<file path="src/rtl/seq_divider_if.sv">
// Operand/result bundle between the issuing core and the sequential divider.
// Requester owns start and operands; the divider owns busy, done and results.
interface seq_divider_if #(
    parameter int WIDTH = 32
) ();
    logic             start;
    logic             is_signed;
    logic [WIDTH-1:0] dividend;
    logic [WIDTH-1:0] divisor;
    logic             busy;
    logic             done;
    logic [WIDTH-1:0] quotient;
    logic [WIDTH-1:0] remainder;
    logic             div_by_zero;

    modport master (
        output start, is_signed, dividend, divisor,
        input  busy, done, quotient, remainder, div_by_zero
    );

    modport slave (
        input  start, is_signed, dividend, divisor,
        output busy, done, quotient, remainder, div_by_zero
    );
endinterface

</file>
<file path="src/rtl/seq_divider.sv">
// Radix-2 restoring divider, one quotient bit per clock, DIV/DIVU/REM/REMU results.
// Latency WIDTH+2 (2 for divide-by-zero and signed overflow); start is ignored while busy.
module seq_divider #(
    parameter int WIDTH = 32
) (
    input  logic         clk,
    input  logic         rst_n,
    seq_divider_if.slave bus
);
    localparam int CW = $clog2(WIDTH + 1);
    localparam logic [WIDTH-1:0] MIN_VAL = {1'b1, {(WIDTH-1){1'b0}}};

    typedef enum logic [1:0] {IDLE, RUN, FIX} state_t;

    state_t           state;
    logic [CW-1:0]    cnt;
    logic [WIDTH-1:0] quo_p;
    logic [WIDTH-1:0] rem_p;
    logic [WIDTH-1:0] div_p;
    logic [WIDTH-1:0] a_raw;
    logic [WIDTH-1:0] quo_o;
    logic [WIDTH-1:0] rem_o;
    logic             sign_q;
    logic             sign_r;
    logic             zero_q;
    logic             ovf_q;
    logic             busy_r;
    logic             done_r;
    logic             dz_r;

    logic             a_neg;
    logic             b_neg;
    logic             is_zero;
    logic             is_ovf;
    logic [WIDTH-1:0] a_mag;
    logic [WIDTH-1:0] b_mag;
    logic [WIDTH:0]   r_shift;
    logic             r_ge;
    logic [WIDTH-1:0] r_sub;

    always_comb begin
        a_neg   = bus.is_signed & bus.dividend[WIDTH-1];
        b_neg   = bus.is_signed & bus.divisor[WIDTH-1];
        a_mag   = a_neg ? -bus.dividend : bus.dividend;
        b_mag   = b_neg ? -bus.divisor : bus.divisor;
        is_zero = (bus.divisor == '0);
        is_ovf  = bus.is_signed && (bus.dividend == MIN_VAL) && (bus.divisor == '1);
        // Partial remainder kept one bit wider so divisors above 2^(WIDTH-1) stay exact.
        r_shift = {rem_p, quo_p[WIDTH-1]};
        r_ge    = (r_shift >= {1'b0, div_p});
        r_sub   = r_shift[WIDTH-1:0] - div_p;
    end

    always_ff @(posedge clk or negedge rst_n) begin
        if (!rst_n) begin
            state  <= IDLE;
            cnt    <= '0;
            quo_p  <= '0;
            rem_p  <= '0;
            div_p  <= '0;
            a_raw  <= '0;
            quo_o  <= '0;
            rem_o  <= '0;
            sign_q <= 1'b0;
            sign_r <= 1'b0;
            zero_q <= 1'b0;
            ovf_q  <= 1'b0;
            busy_r <= 1'b0;
            done_r <= 1'b0;
            dz_r   <= 1'b0;
        end else begin
            case (state)
                IDLE: begin
                    // busy still set here means this is the done cycle: finish it, accept nothing.
                    if (busy_r) begin
                        busy_r <= 1'b0;
                        done_r <= 1'b0;
                    end else if (bus.start) begin
                        busy_r <= 1'b1;
                        dz_r   <= 1'b0;
                        quo_p  <= a_mag;
                        div_p  <= b_mag;
                        rem_p  <= '0;
                        a_raw  <= bus.dividend;
                        sign_q <= a_neg ^ b_neg;
                        sign_r <= a_neg;
                        zero_q <= is_zero;
                        ovf_q  <= is_ovf;
                        cnt    <= CW'(WIDTH);
                        state  <= (is_zero || is_ovf) ? FIX : RUN;
                    end
                end
                RUN: begin
                    rem_p <= r_ge ? r_sub : r_shift[WIDTH-1:0];
                    quo_p <= {quo_p[WIDTH-2:0], r_ge};
                    cnt   <= cnt - CW'(1);
                    if (cnt == CW'(1)) state <= FIX;
                end
                FIX: begin
                    done_r <= 1'b1;
                    state  <= IDLE;
                    if (zero_q) begin
                        quo_o <= '1;
                        rem_o <= a_raw;
                        dz_r  <= 1'b1;
                    end else if (ovf_q) begin
                        quo_o <= a_raw;
                        rem_o <= '0;
                    end else begin
                        quo_o <= sign_q ? -quo_p : quo_p;
                        rem_o <= sign_r ? -rem_p : rem_p;
                    end
                end
                default: state <= IDLE;
            endcase
        end
    end

    assign bus.busy        = busy_r;
    assign bus.done        = done_r;
    assign bus.quotient    = quo_o;
    assign bus.remainder   = rem_o;
    assign bus.div_by_zero = dz_r;
endmodule

</file>
<file path="src/flat_wrapper.sv">
// flat-port wrapper written by rule: the top's interface ports become plain ports
module seq_divider_flat 
#(
    parameter int WIDTH = 32
)
  (clk, rst_n, bus_start, bus_is_signed, bus_dividend, bus_divisor, bus_busy, bus_done, bus_quotient, bus_remainder, bus_div_by_zero);
  seq_divider_if #(.WIDTH(WIDTH)) bus_i ();
  input  logic clk;
  input  logic rst_n;
  input wire logic [$bits(bus_i.start)-1:0] bus_start;
  input wire logic [$bits(bus_i.is_signed)-1:0] bus_is_signed;
  input wire logic [$bits(bus_i.dividend)-1:0] bus_dividend;
  input wire logic [$bits(bus_i.divisor)-1:0] bus_divisor;
  output wire logic [$bits(bus_i.busy)-1:0] bus_busy;
  output wire logic [$bits(bus_i.done)-1:0] bus_done;
  output wire logic [$bits(bus_i.quotient)-1:0] bus_quotient;
  output wire logic [$bits(bus_i.remainder)-1:0] bus_remainder;
  output wire logic [$bits(bus_i.div_by_zero)-1:0] bus_div_by_zero;
  assign bus_i.start = bus_start;
  assign bus_i.is_signed = bus_is_signed;
  assign bus_i.dividend = bus_dividend;
  assign bus_i.divisor = bus_divisor;
  assign bus_busy = bus_i.busy;
  assign bus_done = bus_i.done;
  assign bus_quotient = bus_i.quotient;
  assign bus_remainder = bus_i.remainder;
  assign bus_div_by_zero = bus_i.div_by_zero;
  seq_divider #(.WIDTH(WIDTH)) u_core (.clk(clk), .rst_n(rst_n), .bus(bus_i));
endmodule
</file>
<file path="config.mk">
export PLATFORM = sky130hd
export DESIGN_NAME = seq_divider_flat
export DESIGN_NICKNAME = d
export VERILOG_FILES = /design/src/rtl/seq_divider_if.sv /design/src/rtl/seq_divider.sv /design/src/flat_wrapper.sv
export SDC_FILE = /design/constraint.sdc
export NUM_CORES = 1
export LEC_CHECK = 0
export BUFFER_PORTS_ARGS = -buffer_cell sky130_fd_sc_hd__buf_2
export CORE_UTILIZATION = 45
export DETAILED_ROUTE_END_ITERATION = 6
export HOLD_SLACK_MARGIN = 0.1
export SYNTH_ARGS = -nofsm -noshare
export SYNTH_HDL_FRONTEND = slang
export SYNTH_SLANG_ARGS = --single-unit
</file>
<file path="constraint.sdc">
create_clock -name clk -period 5.2 [get_ports clk]
set_input_delay 1.04 -clock clk [delete_from_list [all_inputs] [get_ports clk]]
set_output_delay 1.04 -clock clk [all_outputs]
set_load 0.02 [all_outputs]
</file>
==> impl_metrics.tcl <==
set metrics [dict create \
    run_status "complete, but fails checks" \
    violations "DRC" \
    remaining_drc_errors 1 \
    critPathKind "flip-flop to flip-flop" \
    ant_nets 0 \
    path_cells "ha_1 > a211oi_1 > o21bai_1 > or2_2 > a311o_1 > o211ai_1 > a21o_1 > buf_4 > mux2i_1 > o22ai_1" \
    clock_latency_ns 0.53 \
    post_cts_buffers 0 \
    grt_antenna_before_repair 2 \
    clkSinkCount 207 \
    post_drt_wl_per_cell_um 18.62 \
    rsz0062_at_grt "no" \
    skew_ns 0.01484 \
    multiInputGateArea_um2 7347 \
    ir_drop_v 0.0003289 \
    netlist_instances 1518 \
    ff_latch_area_um2 5181 \
    synth_area_per_cell_um2 8.582 \
    worstPathRequired_ns 5.59 \
    clk_path_buf_depth 3 \
    cts-resized-gates 0 \
    viasPerCell 5.756 \
    numCtsBuffers 25 \
    floorplan.initialDensity_pct 46.26 \
    finalCriticalPeriod_ns 3.556 \
    dr.pass1.iters 7 \
    via_count 11581 \
    ys_types 63 \
    cp_max_fo 13 \
    critPathArrivalTime_ns 3.94 \
    cts_hold_buf 0 \
    crit_slowest_cell "a21o_1" \
    netlist_area_um2 13030 \
    cts-htree-levels 1 \
    hp-class "flip-flop to flip-flop" \
    grt_pass1_wl_um 60060 \
    core_um2 28160 \
    postRouteWirelength_um 37460 \
    clk_pin_slew_ns 0.06 \
    finalSetupViolCount 0 \
    ys_ff_latch 207 \
    drv_slew 0 \
    grt_max_degree 110 \
    fp.dieH_um 172.1 \
    area_growth_pct 14.79 \
    async_flop_share_pct 100.0 \
    die_area_um2 29630 \
    n_fill_cell 2646 \
    tightest_slew_ns 1.201 \
    power_uw 11090 \
    synth_nets 1626 \
    max_clock_freq_mhz 281.2 \
    synth_edf_count 0 \
    drive_gt1_share_pct 13.23 \
    ioPinCount 135 \
    grt_pass1_vias 11121 \
    p_leak_uw 0.006648 \
    finalCritPeriodShare_pct 68.39 \
    ys.flop_type "dfrtp_1" \
    cts_tree "yes" \
    fin_nets 1722 \
    crit_path_end_kind "flip-flop" \
    track_usage_pct 25.71 \
    die_x_um 172.1 \
    seq_area_frac_synth_pct 39.76 \
    fin_setup_tns_ns 0 \
    final_common_cell "nand2_1" \
    max_cap_violations 0 \
    place_congestion 0.9443 \
    cts_root_buffer "clkbuf_16" \
    powerDensity_nw_per_um2 741.8 \
    cpPeakStageDelay_ns 0.52 \
    cp-start-kind "flip-flop" \
    final_cell_mix "nand2_1 (215), dfrtp_1 (206), o21ai_0 (155), nor2_1 (137), buf_2 (133)" \
    grt_overflow 0 \
    hold_viol 0 \
    dpl.hpwl_um 26970 \
    max_slew_margin_pct 19.96 \
    first_iter_violations 998 \
    placementRows 61 \
    portBuffers 134 \
    ys_warn_count 0 \
]
==> flip-flops by register name (all words and copies together), names as in the netlist, 2 cells and up <==
name	count
u_core.div_p	32
u_core.bus.quotient	32
u_core.state	2
u_core.bus.remainder	32
u_core.quo_p	32
u_core.cnt	6
u_core.rem_p	32
u_core.a_raw	32
==> report_power, final <==
part | switching [uW] | internal, uW | total, uW
clock | 713 | 1200 | 1910
combinational | 3500 | 2490 | 5990
sequential | 808 | 2380 | 3190
total | 5020 | 6070 | 11100
==> per-stage QoR <==
stage               std cells  instance area [um2]  setup slack [ns]  utilization, %  hold slack (ns)
floorplan                1518                13030             2.050               -           0.4498
finish                   2012                14950             1.644           53.10           0.4759
global placement         1965                14030             1.553           49.83           0.4612
detailed placement       1965                14030             1.452           49.83           0.4703
CTS                      2011                14950             1.702           53.09           0.4844
global route             2012                14950             1.354           53.10           0.5070
==> final cells by class <==
class	instances	area share (%)
clock buffer	36	4.995
antenna	1	0.01673
inverter	56	1.406
sequential	207	34.65
tap	378	3.163
clock inverter	10	1.146
timing repair buffer	153	5.497
multi-input combinational	1171	49.13
==> routing by layer <==
| metal | wire length (um) | vias up | GRT usage [%] |
|---|---|---|---|
| met2 | 17040 | 349 | 41.04 |
| li1 | - | 5595 | - |
| met4 | 876 | 2 | 7.695 |
| met3 | 2372 | 67 | 4.120 |
| met1 | 17160 | 5568 | 35.73 |
| met5 | 13 | - | 0 |
==> kinds of logic after synthesis <==
logic type / Yosys count / synth area share, %
DFF: 207 / 39.76
and+or+nand+nor: 497 / 17.20
xor gates and xnor gates: 148 / 9.950
adders and majority gates: 40 / 3.899
AOI/OAI and AO/OA: 431 / 20.89
muxes: 55 / 4.226
buffers and inverters: 140 / 4.072
==> critical path, delay by kind of cell (launching register included) <==
family,cells,cell delay [ns]
buffers and inverters,1,0.35
AND/OR/NAND/NOR,1,0.29
flip-flops,1,0.45
AO/OA/AOI/OAI,6,1.70
multiplexers,1,0.21
adder cells (fa/ha/maj),1,0.42
==> path summary, 6_finish.rpt <==
path / startpoint / end / slack (ns) / cells after the start
hold reg to reg: u_core.div_p[10] / u_core.div_p[10] / 0.48 / 2
setup reg to reg: u_core.rem_p[13] / u_core.rem_p[1] / 1.64 / 10
max in group asynchronous: rst_n / u_core.div_p[10] / 3.34 / 2
min in group asynchronous: rst_n / u_core.bus.quotient[8] / 0.64 / 1
hold / removal: u_core.div_p[10] / u_core.div_p[10] / 0.48 / 2
setup / recovery: u_core.rem_p[13] / u_core.rem_p[1] / 1.64 / 10
==> cells in the mapped netlist, types with 4 or more instances <==
cell type / count / share of area (%)
a2111oi_0: 4 / 0.27
a221oi_1: 22 / 1.5
a21o_1: 21 / 1.2
nor3_1: 21 / 0.81
o21ai_0: 155 / 6.0
buf_1: 6 / 0.17
o31ai_1: 26 / 1.5
nand4_1: 9 / 0.43
nand3b_1: 5 / 0.29
mux2i_1: 55 / 4.2
a22oi_1: 29 / 1.7
clkbuf_1: 74 / 2.1
a21boi_0: 4 / 0.23
a21oi_1: 91 / 3.5
nand2b_1: 13 / 0.62
nand2_1: 216 / 6.2
or2_2: 4 / 0.19
and2_1: 8 / 0.38
a221o_1: 4 / 0.31
or4_1: 12 / 0.69
or3_1: 13 / 0.62
o21a_1: 4 / 0.23
a32oi_1: 6 / 0.40
and3_1: 15 / 0.72
inv_1: 56 / 1.6
o211ai_1: 7 / 0.40
xor2_1: 46 / 3.1
nor2_1: 139 / 4.0
ha_1: 39 / 3.7
o41ai_1: 18 / 1.2
xnor2_1: 102 / 6.9
a211oi_1: 6 / 0.35
o21bai_1: 7 / 0.40
buf_2: 4 / 0.15
dfrtp_1: 207 / 40
nor2b_1: 6 / 0.29
or4_4: 4 / 0.35
nor4_1: 16 / 0.77
nand3_1: 9 / 0.35
Note: power is estimated with default switching activity, not from simulation.
